$ cat config.mk
export PLATFORM = sky130hd
export DESIGN_NAME = carry_select_adder_16
export DESIGN_NICKNAME = d
export VERILOG_FILES = /design/src/rtl/carry_select_adder_16.sv
export SDC_FILE = /design/constraint.sdc
export NUM_CORES = 1
export LEC_CHECK = 0
export ABC_CLOCK_PERIOD_IN_PS = 7300
export CAP_MARGIN = 25
export CORE_ASPECT_RATIO = 1.4
export CORE_MARGIN = 8
export CORE_UTILIZATION = 34
export DETAILED_ROUTE_END_ITERATION = 10
export GPL_TIMING_DRIVEN = 0
export PLACE_DENSITY = 0.86
export SYNTH_ARGS = -nofsm -noshare
export SYNTH_HDL_FRONTEND = slang
export SYNTH_SLANG_ARGS = --single-unit
$ cat constraint.sdc
create_clock -name clk -period 7.3 [get_ports clk]
set_input_delay 0.73 -clock clk [delete_from_list [all_inputs] [get_ports clk]]
set_output_delay 0.73 -clock clk [all_outputs]
set_load 0.01 [all_outputs]
$ cat src/rtl/carry_select_adder_16.sv
// carry_select_adder_16: 16-bit carry-select adder with combinational and registered results
// Ports:
//   clk     - clock for the output registers only
//   rst_n   - synchronous active-low reset of sum_q/c_out_q
//   a, b    - 16-bit operands
//   c_in    - carry into bit 0
//   sum     - combinational a + b + c_in, low 16 bits
//   c_out   - combinational unsigned carry out of bit 15
//   sum_q   - sum registered on rising clk
//   c_out_q - c_out registered on rising clk
module carry_select_adder_16 (
    input  logic        clk,
    input  logic        rst_n,
    input  logic [15:0] a,
    input  logic [15:0] b,
    input  logic        c_in,
    output logic [15:0] sum,
    output logic        c_out,
    output logic [15:0] sum_q,
    output logic        c_out_q
);
    // 4-bit ripple adder built from full adders; returns {carry, sum}
    function automatic logic [4:0] ripple4(input logic [3:0] x, input logic [3:0] y, input logic ci);
        logic [4:0] c;
        logic [3:0] s;
        c[0] = ci;
        for (int k = 0; k < 4; k++) begin
            s[k]     = x[k] ^ y[k] ^ c[k];
            c[k + 1] = (x[k] & y[k]) | (c[k] & (x[k] ^ y[k]));
        end
        return {c[4], s};
    endfunction

    logic [4:0] lo, hi;
    logic       c;

    // Upper blocks are precomputed for both carry-ins; the carry chain only drives the muxes
    always_comb begin
        lo = '0;
        hi = '0;
        {c, sum[3:0]} = ripple4(a[3:0], b[3:0], c_in);
        for (int k = 1; k < 4; k++) begin
            lo = ripple4(a[4*k +: 4], b[4*k +: 4], 1'b0);
            hi = ripple4(a[4*k +: 4], b[4*k +: 4], 1'b1);
            {c, sum[4*k +: 4]} = c ? hi : lo;
        end
        c_out = c;
    end

    always_ff @(posedge clk) begin
        if (!rst_n) begin
            sum_q   <= 16'h0000;
            c_out_q <= 1'b0;
        end else begin
            sum_q   <= sum;
            c_out_q <= c_out;
        end
    end
endmodule

After elaboration in Yosys (flattened, before gate mapping):

Cells that the tools add are included.

* bits in registers: 17
* input port bits: 35
* output and inout port bits: 34
* logic and storage cells: 109

* muxes and demuxes: 3
* bitwise gates (word level): 104

Operators with widths (number)
* $and A1 B1 Y1: 38
* $xor A1 B1 Y1: 38
* $or A1 B1 Y1: 25
* $mux W5: 3
* $not A1 Y1: 3

Longest topological paths before layout:

Gate-level depths: netlist of the first run.

* word-level depth: 12
* depth in mapped cells: 22
* mapped depth without buffers: 22

Least setup slack after synthesis of the first run:

No wires, ideal clock.

* path kind: input to output
* from: input a[0]
* to: output sum[15]
* arrival time: 5958 ps
* required time: 6570 ps
* setup slack: 612 ps
* stages: 21
* path buffers: 0
* path through: fa_1 inv_1 fa_1 fa_1 fa_1 nand2_1 o21ai_0 fa_1 fa_1 inv_1 fa_1 a21oi_1 fa_1 fa_1 fa_1 mux2i_1 fa_1 fa_1 inv_1 fa_1 inv_1

* cells in the longest elaborated chain, start to end: 12
* elaborated cells on any way between the ends: 13
* those cells by class: 3 x mux; 10 x bitwise

RTL lines
* start: declaration: RTL line 14 `input logic [15:0] a,`
* $xor A1 B1 Y1: RTL line 29 `c[k + 1] = (x[k] & y[k]) | (c[k] & (x[k] ^ y[k]));`
* $and A1 B1 Y1: RTL line 29
* $or A1 B1 Y1 (*): RTL line 29
* $and A1 B1 Y1 (*): RTL line 29
* $or A1 B1 Y1 (*): RTL line 29
* $and A1 B1 Y1 (*): RTL line 29
* $or A1 B1 Y1 (*): RTL line 29
* $and A1 B1 Y1 (*): RTL line 29
* $or A1 B1 Y1 (*): RTL line 29
* $mux W5 (*) (3 in series): RTL line 45 `{c, sum[4*k +: 4]} = c ? hi : lo;`
* end: declaration: RTL line 17 `output logic [15:0] sum,`

Every way passes the cells marked *; elsewhere a longest branch is shown, timed or not.

Worst setup path after layout of the first run:

* from: input c_in
* to: output sum[15]

* cells in the longest elaborated chain, start to end: 11

RTL lines
* start: declaration: RTL line 16 `input logic c_in,`
* $and A1 B1 Y1: RTL line 29
* $or A1 B1 Y1: RTL line 29
* $and A1 B1 Y1: RTL line 29
* $or A1 B1 Y1: RTL line 29
* $and A1 B1 Y1: RTL line 29
* $or A1 B1 Y1: RTL line 29
* $and A1 B1 Y1: RTL line 29
* $or A1 B1 Y1: RTL line 29
* $mux W5 (3 in series): RTL line 45

Every way passes these cells.

==> key figures, run 1 <==
Logic synthesis
  • Count of yosys warnings during synthesis: 0
  • Largest area contributor in the synthesized netlist: sky130_fd_sc_hd__dfxtp_1
  • Post-synthesis area per instance: slightly above 10 µm²
  • Post-synthesis async set-or-reset flop share: 0%
  • Summed instance area of the synthesized netlist: 977 µm²
  • Post-Syn Instances: 97
  • Most used standard cell by instance count after synthesis: sky130_fd_sc_hd__inv_1
  • Yosys reg bits: 17
  • Flip-flop cell with the highest count after synthesis: sky130_fd_sc_hd__dfxtp_1
  • Post-synth net total: roughly 150
  • Count of unique library cells instantiated by Yosys: 14
  • Top post-synthesis cells by area: sky130_fd_sc_hd__dfxtp_1, sky130_fd_sc_hd__fa_1, sky130_fd_sc_hd__inv_1
  • Top cells by instance count after synthesis: sky130_fd_sc_hd__inv_1, sky130_fd_sc_hd__dfxtp_1, sky130_fd_sc_hd__fa_1, sky130_fd_sc_hd__and2_1, sky130_fd_sc_hd__nor2b_1
  • Share of synthesized area occupied by flip-flops and latches: between 30% and 40%
  • Number of synthesized flops with an enable pin: 0
  • Yosys top cell area share: a little over a third

Worst setup path
  • Category of the worst setup path capture point: primary output
  • Required time at the endpoint of the critical path: around 6600 ps
  • Category of the worst setup path launch point: input pin
  • Data arrival time at the worst-slack endpoint: around 6400 ps
  • Ordered cell list for the critical path: clkdlybuf4s50_1 > fa_2 > inv_1 > fa_2 > fa_2 > fa_2 > o21ai_2 > fa_2 > fa_2 > inv_2 > fa_2 > buf_4 > nor2_1 > a21oi_1 > fa_2 > fa_2 > fa_2 > mux2i_2 > fa_2 > fa_2 > inv_2 > fa_1 > inv_1 > buf_6
  • Cell with the most instances on the worst path: sky130_fd_sc_hd__fa_2
  • Maximum single-stage delay on the critical path: approximately 480 ps
  • Slowest library cell on the worst path: sky130_fd_sc_hd__clkdlybuf4s50_1
  • Setup CP Type: in -> out
  • Maximum net fanout on the critical path: 3

CTS
  • Number of buffers added to fix hold violations after cts: 0
  • Clock Sinks: 17
  • Clk Tree Root Cell: sky130_fd_sc_hd__clkbuf_8
  • Cts bufs inserted: 3
  • Clock transition time at the flip-flop clock pins of the worst setup and hold paths: 60 ps
  • CTS tree: yes
  • Deepest level of the CTS H-tree: 1
  • Largest buffer count on any clock path: 2

Finish
  • P&R area growth vs syn: 87.5%
  • Antenna diode count: 0
  • Number of filler cells placed in the layout: roughly 240
  • Layout cell share with drive strength beyond 1: around 15%
  • Non-Filler Instances: 212
  • Net total in the final layout: 230
  • Utilization of the core after routing: 65.6%

Hold path
  • Hold Crit Class: in -> reg
  • Worst hold path depth: 3

Routing
  • Routed length per instance: ~14 µm
  • Sum of met2 wire segment lengths after detailed routing: 1880 µm
  • Wire length on met3: around 160 µm
  • Final ANT Viol Nets: 0
  • Overall routed net length: 3010 µm
  • Drt via density: 4.20
  • Met1 Wirelength: about 870 µm
  • Top sig layer: met4
  • Number of iterations in the first detailed-routing pass: 3
  • Vias: 891
  • Initial detailed-routing violation count: 12
  • Number of remaining DRC errors: 0

Timing
  • Top achievable clock speed: 140 MHz
  • Worst slew margin: around 83%
  • Worst hold slack: ~1100 ps
  • Final hold violation count: 0
  • Post-layout worst setup margin: ~140 ps
  • Setup repair after global routing missed its margin: yes
  • Setup violations, final: 0
  • Tcrit/Tclk final: ~98%
  • Slew Viols, Final: 0
  • Slew @ Worst Pin: 255 ps
  • Time the worst path needs with I/O delays and setup: 7160 ps

GRT
  • Initial antenna violation count: 0
  • GRT Resource Usage Total: 12.7%
  • Maximum number of pins on one net before global-route repair: 11
  • Total overflow reported by the global router: 0
  • Wire length of the first global-routing pass: 4600 µm
  • Number of global-route vias before repair: 1024

Floorplanning
  • Die extent in x: ~61 µm
  • Floorplan row count: 23
  • Total die area: around 5000 µm²
  • Vertical extent of the die: 79.4 µm
  • Starting density of the core: 35.0%
  • Placeable core area: 2790 µm²
  • Total I/O pin count: a little under 70

Power and ir drop
  • Worst VDD drop: 0.0000977 V
  • Total power density per cell area: 184 nW/µm²
  • Leakage component of the power: 0.853 nW

Flow run
  • Number of maximum-capacitance constraint violations: 0

Placement
  • Global placement routability congestion: 0.715
  • Port buffer count: 68
  • Dpl ws: -781 ps
  • Cell Count Post-Placement: 202
  • HPWL reported at the end of detailed placement: 2700 µm

Status
  • Status: complete, no violations
==> critical path, delay by kind of cell <==
kind / cells / cell delay (ps)
adder cells (fa/ha/maj): 13 / 4220
buffers and inverters: 7 / 960
AO/OA/AOI/OAI: 2 / 260
multiplexers: 1 / 170
AND/OR/NAND/NOR: 1 / 80
==> layout by cell type (no fill, tap or decap), types with 3 or more instances in the layout <==
cell,synthesis,final
sky130_fd_sc_hd__inv_1,35,33
sky130_fd_sc_hd__and2_1,8,8
sky130_fd_sc_hd__fa_2,0,12
sky130_fd_sc_hd__ha_1,6,6
sky130_fd_sc_hd__dlygate4sd2_1,0,3
sky130_fd_sc_hd__clkbuf_8,0,3
sky130_fd_sc_hd__buf_4,1,7
sky130_fd_sc_hd__clkdlybuf4s50_1,0,63
sky130_fd_sc_hd__xnor2_1,3,3
sky130_fd_sc_hd__dfxtp_1,17,17
sky130_fd_sc_hd__nor2b_1,7,7
==> sequential cells by signal, summed over array words and instances, names as in the netlist <==
register / count
c_out_q: 1
sum_q: 16
==> metal layers <==
layer | track usage, % | up-vias
met2 | 25.9 | 36
met4 | 7.73 | 0
met5 | 0 | -
met3 | 1.94 | 8
met1 | 10.1 | 429
li1 | - | 418
==> worst paths after layout <==
| check | start | end | slack (ps) |
|---|---|---|---|
| hold / removal | b[0] | sum_q[0]$_SDFF_PN0_ | 1100 |
| setup / recovery | c_in | sum[15] | 140 |
==> area by class of cell <==
type	count	area, µm²	area share (%)
well taps	37	46.3	2.53
clock buffers	4	45.0	2.46
repair buffers	74	726	39.6
inverters	35	131	7.17
multi-input cells	44	536	29.2
flip-flops and latches	17	340	18.6
plain buffers	1	7.51	0.410
==> power breakdown <==
part	leakage [nW]	internal (W)	switching (W)	total [W]
Clock	0.0228	0.0000386	0.0000290	0.0000676
Sequential	0.142	0.000105	0.00000321	0.000108
Combinational	0.689	0.0000974	0.0000640	0.000161
==> through the flow <==
stage                     total power [W]  cell area, µm²  TNS [ps]
final                            0.000337            1830         0
after global routing             0.000356            1830     -14.7
after CTS                        0.000339            1820     -13.4
after detailed placement         0.000264            1700     -1570
after global placement           0.000256            1700     -1000
after floorplan                  0.000169             977         0
==> logic make-up after synthesis <==
kind of cell             share of synthesized area (%)
flip-flops                                        34.8
AND/OR/NAND/NOR                                   11.9
XOR/XNOR                                          2.69
AO/OA/AOI/OAI                                     1.02
buffers and inverters                             14.2
adder cells (fa/ha/maj)                           34.3
multiplexers                                      1.02
==> repair_timing <==
action / in CTS / in global routing
setup endpoints to repair: 3 / 3
hold endpoints to repair: 0 / 0
setup buffers: 5 / 1
pin swaps: 6 / 9
gates resized for setup: 20 / 6
Note: power is estimated with default switching activity, not from simulation.
==> run 2, diff against run 1 <==
CTS_CLUSTER_SIZE = 12   (was default)
==> results of run 2 <==
No change in the layout: final DEF, timing and power equal those of run 1.
